==> src/rtl/mem_sequencer_if.sv <==
// Bundles the pipeline request, the memory access and the status signals of the
// memory sequencer. The sequencer sits on the slave side. The pipeline/memory
// environment sits on the master side.
interface mem_sequencer_if;
  logic        req_rd;
  logic        req_wr;
  logic [15:0] req_addr;
  logic [15:0] req_wdata;
  logic        mem_ready;
  logic [15:0] mem_rdata;
  logic        mem_en;
  logic        mem_wr;
  logic [15:0] mem_addr;
  logic [15:0] mem_wdata;
  logic        stall;
  logic [15:0] rd_data;
  logic        done;
  logic        err;

  modport master (
    output req_rd, req_wr, req_addr, req_wdata, mem_ready, mem_rdata,
    input  mem_en, mem_wr, mem_addr, mem_wdata, stall, rd_data, done, err
  );

  modport slave (
    input  req_rd, req_wr, req_addr, req_wdata, mem_ready, mem_rdata,
    output mem_en, mem_wr, mem_addr, mem_wdata, stall, rd_data, done, err
  );
endinterface

==> src/rtl/mem_sequencer.sv <==
// Memory sequencer: accepts one load or store request from the pipeline,
// holds the pipeline while the memory access is in flight, and reports
// completion (done) or rejection/timeout (err) with a one-cycle pulse.
module mem_sequencer #(
  parameter int TIMEOUT = 15
) (
  input  logic         clk,
  input  logic         rst,
  mem_sequencer_if.slave bus
);

  localparam logic [1:0] IDLE = 2'd0;
  localparam logic [1:0] BUSY = 2'd1;
  localparam logic [1:0] DONE = 2'd2;
  localparam logic [1:0] ERR  = 2'd3;

  // Wait count reached on the last BUSY cycle that may still complete.
  localparam logic [3:0] WCNT_LAST = 4'(TIMEOUT - 1);

  logic [1:0]  state;
  logic [3:0]  wcnt;
  logic [15:0] addr_q;
  logic [15:0] wdata_q;
  logic        wr_q;
  logic [15:0] rd_data_q;

  logic req_any;
  logic req_valid;

  // A request is legal only with exactly one direction and a halfword-aligned address.
  assign req_any   = bus.req_rd | bus.req_wr;
  assign req_valid = (bus.req_rd ^ bus.req_wr) & ~bus.req_addr[0];

  // Sequencer state, latched access and captured load data.
  always_ff @(posedge clk) begin
    if (!rst) begin
      state     <= IDLE;
      wcnt      <= 4'd0;
      addr_q    <= 16'h0000;
      wdata_q   <= 16'h0000;
      wr_q      <= 1'b0;
      rd_data_q <= 16'h0000;
    end else begin
      case (state)
        IDLE: begin
          if (req_valid) begin
            addr_q  <= bus.req_addr;
            wdata_q <= bus.req_wdata;
            wr_q    <= bus.req_wr;
            wcnt    <= 4'd0;
            state   <= BUSY;
          end else if (req_any) begin
            state <= ERR;
          end
        end
        BUSY: begin
          if (bus.mem_ready) begin
            if (!wr_q) begin
              rd_data_q <= bus.mem_rdata;
            end
            state <= DONE;
          end else begin
            wcnt <= wcnt + 4'd1;
            if (wcnt == WCNT_LAST) begin
              state <= ERR;
            end
          end
        end
        default: begin
          state <= IDLE;
        end
      endcase
    end
  end

  // Status and memory enables are forced low while reset is held so that the
  // pipeline never sees a stall or pulse from a stale state.
  assign bus.mem_en    = rst & (state == BUSY);
  assign bus.stall     = rst & ((state == BUSY) | ((state == IDLE) & req_valid));
  assign bus.done      = rst & (state == DONE);
  assign bus.err       = rst & (state == ERR);
  assign bus.mem_wr    = wr_q;
  assign bus.mem_addr  = addr_q;
  assign bus.mem_wdata = wdata_q;
  assign bus.rd_data   = rd_data_q;

endmodule
==> src/flat_wrapper.sv <==
// flat-port wrapper written by rule: the top's interface ports become plain ports
module mem_sequencer_flat 
#(
  parameter int TIMEOUT = 15
)
  (clk, rst, bus_req_rd, bus_req_wr, bus_req_addr, bus_req_wdata, bus_mem_ready, bus_mem_rdata, bus_mem_en, bus_mem_wr, bus_mem_addr, bus_mem_wdata, bus_stall, bus_rd_data, bus_done, bus_err);
  mem_sequencer_if bus_i ();
  input  logic clk;
  input  logic rst;
  input wire logic [$bits(bus_i.req_rd)-1:0] bus_req_rd;
  input wire logic [$bits(bus_i.req_wr)-1:0] bus_req_wr;
  input wire logic [$bits(bus_i.req_addr)-1:0] bus_req_addr;
  input wire logic [$bits(bus_i.req_wdata)-1:0] bus_req_wdata;
  input wire logic [$bits(bus_i.mem_ready)-1:0] bus_mem_ready;
  input wire logic [$bits(bus_i.mem_rdata)-1:0] bus_mem_rdata;
  output wire logic [$bits(bus_i.mem_en)-1:0] bus_mem_en;
  output wire logic [$bits(bus_i.mem_wr)-1:0] bus_mem_wr;
  output wire logic [$bits(bus_i.mem_addr)-1:0] bus_mem_addr;
  output wire logic [$bits(bus_i.mem_wdata)-1:0] bus_mem_wdata;
  output wire logic [$bits(bus_i.stall)-1:0] bus_stall;
  output wire logic [$bits(bus_i.rd_data)-1:0] bus_rd_data;
  output wire logic [$bits(bus_i.done)-1:0] bus_done;
  output wire logic [$bits(bus_i.err)-1:0] bus_err;
  assign bus_i.req_rd = bus_req_rd;
  assign bus_i.req_wr = bus_req_wr;
  assign bus_i.req_addr = bus_req_addr;
  assign bus_i.req_wdata = bus_req_wdata;
  assign bus_i.mem_ready = bus_mem_ready;
  assign bus_i.mem_rdata = bus_mem_rdata;
  assign bus_mem_en = bus_i.mem_en;
  assign bus_mem_wr = bus_i.mem_wr;
  assign bus_mem_addr = bus_i.mem_addr;
  assign bus_mem_wdata = bus_i.mem_wdata;
  assign bus_stall = bus_i.stall;
  assign bus_rd_data = bus_i.rd_data;
  assign bus_done = bus_i.done;
  assign bus_err = bus_i.err;
  mem_sequencer #(.TIMEOUT(TIMEOUT)) u_core (.clk(clk), .rst(rst), .bus(bus_i));
endmodule
==> config.mk <==
export PLATFORM = sky130hd
export DESIGN_NAME = mem_sequencer_flat
export DESIGN_NICKNAME = d
export VERILOG_FILES = /design/src/rtl/mem_sequencer_if.sv /design/src/rtl/mem_sequencer.sv /design/src/flat_wrapper.sv
export SDC_FILE = /design/constraint.sdc
export NUM_CORES = 1
export LEC_CHECK = 0
export ABC_AREA = 1
export BUFFER_PORTS_ARGS = -buffer_cell sky130_fd_sc_hd__buf_2
export CAP_MARGIN = 20
export CELL_PAD_IN_SITES_DETAIL_PLACEMENT = 1
export CELL_PAD_IN_SITES_GLOBAL_PLACEMENT = 1
export CORE_ASPECT_RATIO = 0.5
export CORE_MARGIN = 10
export CORE_UTILIZATION = 28
export CTS_BUF_LIST = sky130_fd_sc_hd__clkbuf_16
export CTS_CLUSTER_DIAMETER = 80
export DETAILED_ROUTE_END_ITERATION = 8
export HOLD_SLACK_MARGIN = 0.05
export PLACE_DENSITY = 0.8
export SKIP_CTS_REPAIR_TIMING = 1
export SYNTH_ARGS = -nofsm -noshare
export SYNTH_HDL_FRONTEND = slang
export SYNTH_SLANG_ARGS = --single-unit
export TNS_END_PERCENT = 10
==> constraint.sdc <==
create_clock -name clk -period 1.1 [get_ports clk]
set_input_delay 0.055 -clock clk [delete_from_list [all_inputs] [get_ports clk]]
set_output_delay 0.055 -clock clk [all_outputs]
set_load 0.02 [all_outputs]
======== Word level (Yosys, flattened, before mapping) ========
Cells that the tools add are included.
cells by class
  add/sub/neg operators ................... 1
  equality and inequality tests ........... 8
  mux-type cells .......................... 8
  bitwise logic cells ..................... 11
  reduce and logical (&&, ||, !) cells .... 6
operators with widths
  kind                                            count
  2-to-1 mux 2 bit                                4
  2-to-1 mux 4 bit                                2
  case mux 4 bit (2 select lines)                 1
  bitwise AND 1 bit                               6
  AND reduction 3 bit                             2
  adder 4 x 1 -> 4 bit (second input constant)    1
  == test 2 bit (second input constant)           2
  == test 4 bit (second input constant)           1
  case mux 2 bit (2 select lines)                 1
  AND reduction 2 bit                             2
  != test 3 x 1 -> 1 bit (second input constant)  1
  != test 3 x 2 -> 1 bit (second input constant)  1
  == test 2 x 1 -> 1 bit (second input constant)  1
  zero test 2 bit                                 1
  != test 2 x 1 -> 1 bit (second input constant)  1
  != test 2 bit (second input constant)           1
  NOT 1 bit                                       2
  bitwise OR 1 bit                                2
  nonzero test 2 bit                              1
  bitwise XOR 1 bit                               1
storage, ports and cells
  register bits ........................... 55
  input port bits ......................... 53
  output and inout bits ................... 53
  word-level logic and storage cells ...... 40

======== Depth between registers and ports, before layout ========
  depth after elaboration ................. 5
  gate-level depth with buffers ........... 9
  mapped depth without buffers ............ 9

======== Worst setup path before layout ========
OpenSTA, ideal clock, no wires.
  path type ............................... input to output
  start point ............................. in bus_req_wr
  end point ............................... out bus_stall
  arrival ................................. 1.091 ns
  data required time ...................... 1.045 ns
  setup slack ............................. -0.046 ns
  stages .................................. 7
  buffers on the path ..................... 1
  cells stage by stage .................... inv_1 ha_1 inv_1 nor2_1 nand3_1 clkbuf_2 o21ai_0
on the way
  cells in the longest elaborated chain, start to end .. 5
RTL lines
  item                line                 RTL
  start: declaration  flat_wrapper.sv:11   input wire logic [$bits(bus_i.req_wr)-1:0] bus_req_wr;
  bitwise XOR 1 bit   mem_sequencer.sv:32  assign req_valid = (bus.req_rd ^ bus.req_wr) & ~bus.req_addr[0];
  bitwise AND 1 bit   mem_sequencer.sv:32
  bitwise AND 1 bit   mem_sequencer.sv:79  assign bus.stall = rst & ((state == BUSY) | ((state == IDLE) & req_valid));
  bitwise OR 1 bit    mem_sequencer.sv:79
  bitwise AND 1 bit   mem_sequencer.sv:79
  end: declaration    flat_wrapper.sv:20   output wire logic [$bits(bus_i.stall)-1:0] bus_stall;
Every way passes these cells.

======== Worst setup path in the final report ========
  start point ............................. reg u_core.state[0]
  end point ............................... out bus_stall
on the way
  cells in the longest elaborated chain, start to end .. 4
  elaborated cells between the ends (all ways) .. 5
  classes of those cells .................. eq/ne (1); bitwise (3); reduce/logical (1)
RTL lines
  item                      line                 RTL
  start: declaration        mem_sequencer.sv:20  logic [1:0] state;
  start signal: assignment  mem_sequencer.sv:37  state <= IDLE;
  start signal: assignment  mem_sequencer.sv:51  state <= BUSY;
  start signal: assignment  mem_sequencer.sv:53  state <= ERR;
  zero test 2 bit           mem_sequencer.sv:79
  bitwise AND 1 bit         mem_sequencer.sv:79
  bitwise OR 1 bit (*)      mem_sequencer.sv:79
  bitwise AND 1 bit (*)     mem_sequencer.sv:79
Every way passes the cells marked *; elsewhere a longest branch is shown, timed or not.

==> out/qor.yml <==
sta:
  worst_pin_slew_ns: 0.327
  setup_ws_ns: -0.202
  finalHoldViolations: 0
  setup_tns_ns: -3.29
  finalClockSkew_ns: 0.00521
  slew_viol_final: 0
  post-route-period-util_pct: 118
  relSlewSlack_pct: 78.2
  hold-worst-slack_ns: 0.0187
  fmax_mhz: 768
  rsz0062_at_grt: "yes"
  min_period_ns: 1.30
  setup_violations: 45
route:
  vias_per_cell: 4.52
  vias: 2390
  wirelength_um: 8520
  drc: 0
  firstDrtPassIters: 4
  final_antenna_net_count: 0
  wl_per_cell_um: 16.1
  drt_iter0_markers: 126
global_route:
  grt_pass1_vias: 2278
  grt_max_degree: 40
  grt_use_total_pct: 11.4
  antenna_found_initial: 1
  grt_pass1_wl_um: 11000
  grt-ovfl-total: 0
setup_path:
  cp_max_fo: 4
  endpoint_kind: "output pin"
  crit_chain: "nor2_4, nand3_2, buf_6, o21ai_2, buf_6"
  worstPathRequired_ns: 1.04
  reg2reg_slack_ns: -0.12
  cp.arrival_ns: 1.25
  cp_slowest_cell: "dfxtp_4"
  worst_path_most_repeated_cell: "buf_6"
  cpPeakStageDelay_ns: 0.36
  critPathKind: "register to output pin"
  startpoint_type: "register"
die:
  die_h_um: 81.5
  initial_core_util_pct: 28.9
  die-area_um2: 11700
  die_w_um: 143
  io_pins: 106
  core_um2: 7350
  fp-row-count: 22
placement:
  io_buffers: 105
  gp_congestion: 0.743
  hpwl_um: 5290
layout:
  mostFrequentLayoutCells: "101 x buf_2, 50 x dfxtp_1, 43 x nor2_1, 42 x inv_1"
  drive_gt1_share_pct: 35.4
  fillers: 902
  mostFrequentLayoutCell: "buf_2"
  fin_nets: 487
  syn2layout_area_growth_pct: 66.1
clock_network:
  cts_tree: "done"
  root_buffer: "clkbuf_16"
  clkSinkCount: 55
  clk_latency_ns: 0.29
  numCtsBuffers: 5
  clk_path_buf_depth: 2
  h-tree-depth: 2
  path_clk_slew_ns: 0.07
synthesis:
  yosysUniqueCellTypes: 22
  syn_avg_cell_area_um2: 7.68
  yosys.area_share.simple_pct: 21.7
  netlist.area_leader.share_pct: 51.9
  synth_xor_area_share_pct: 0
  synthMuxAreaShare_pct: 0
  synth_top_family_by_area: "simple AND/OR/NAND/NOR gates"
  ys_seq_area_share_pct: 51.9
  netlist_area_um2: 2120
  synth_compound_area_share_pct: 13.0
  yosys_warnings: 0
  ys_ff_latch: 55
  syn-num-nets: 332
  synth.area.top_cells: "dfxtp_1 52%, o21ai_0 11%, nand3_1 9.0%, nor2_1 7.8%, inv_1 7.4%"
  synthAdderAreaFrac_pct: 1.77
  yosysTopAreaCell: "dfxtp_1"
  syn_inst: 276
run_status:
  violations: "negative setup slack"
  status: "finished with violations"
job:
  maxCapViolations: 0
power:
  vdd_ir_drop_max_v: 0.000638
  p_per_area_nw_per_um2: 1480
  p_leak_nw: 1.77
hold_path:
  worstHoldPathType: "input pin to register"
## cell usage after synthesis, drive strengths merged
cell	count
a21oi	6
buf	9
clkbuf	5
dfxtp	55
ha	3
inv	45
nand2	18
nand3	38
nand4	1
nor2	45
nor3	1
o21ai	49
or2	1
## stage by stage
stage	utilization (%)	power [W]	setup slack, ns	std cells	area (um2)
5_1_grt	47.9	0.00551	-0.252	529	3520
3_5_place_dp	38.9	0.00320	-0.181	480	2860
6_report	47.9	0.00523	-0.202	529	3520
4_1_cts	41.2	0.00505	-0.337	488	3030
3_3_place_gp	38.9	0.00318	-0.0878	480	2860
2_1_floorplan	-	0.00277	0.0164	276	2120
## worst max-delay path, delay by kind of cell (launching register included)
family | cells | cell delay [ns]
flip-flops | 1 | 0.36
buffers and inverters | 2 | 0.28
AND/OR/NAND/NOR | 2 | 0.26
AO/OA/AOI/OAI | 1 | 0.05
## final cells by class
cell class / instances / area [um2] / share of cell area [%]
repair inverters: 1 / 8.76 / 0.249
diodes: 1 / 2.50 / 0.0710
multi-input cells: 164 / 845 / 24.0
repair buffers: 159 / 1080 / 30.6
well taps: 96 / 120 / 3.41
inverters: 45 / 186 / 5.29
clock inverters: 3 / 46.3 / 1.31
flip-flops and latches: 55 / 1110 / 31.6
clock buffers: 5 / 125 / 3.55
## flip-flops by register name, indices dropped and copies added (netlist names)
| signal | flops |
|---|---|
| u_core.bus.mem_wdata | 16 |
| u_core.wcnt | 4 |
| u_core.state | 2 |
| u_core.bus.mem_wr | 1 |
| u_core.bus.rd_data | 16 |
| u_core.bus.mem_addr | 16 |
## routing by layer
metal	part of all wire (%)	global-route usage [%]	vias to the layer above
li1	-	-	1193
met1	39	13.2	1130
met2	52	19.4	57
met3	6.9	4.78	10
met4	1.4	3.07	0
met5	0	0	-
## path summary, 6_finish.rpt
check / start / to / cells past startpoint
worst max-delay path: u_core.state[0]$_SDFFE_PN0P_ / bus_stall / 5
worst min-delay path: bus_mem_rdata[15] / u_core.bus.rd_data[15]$_SDFFE_PN0P_ / 3
worst max register to register: u_core.state[0]$_SDFFE_PN0P_ / u_core.bus.mem_wdata[8]$_SDFFE_PN0P_ / 6
worst min register to register: u_core.bus.mem_addr[0]$_SDFFE_PN0P_ / u_core.bus.mem_addr[0]$_SDFFE_PN0P_ / 2
## cells by family after synthesis
logic type	after synthesis
AOI/OAI and AO/OA	55
DFF	55
and+or+nand+nor	104
adders and majority gates	3
buffers and inverters	59
## where the power goes
part | total (W) | switching, W | internal (W)
combinational | 0.00117 | 0.000671 | 0.000496
sequential | 0.00223 | 0.0000879 | 0.00214
clock | 0.00183 | 0.000751 | 0.00108
Note: power is estimated with default switching activity, not from simulation.
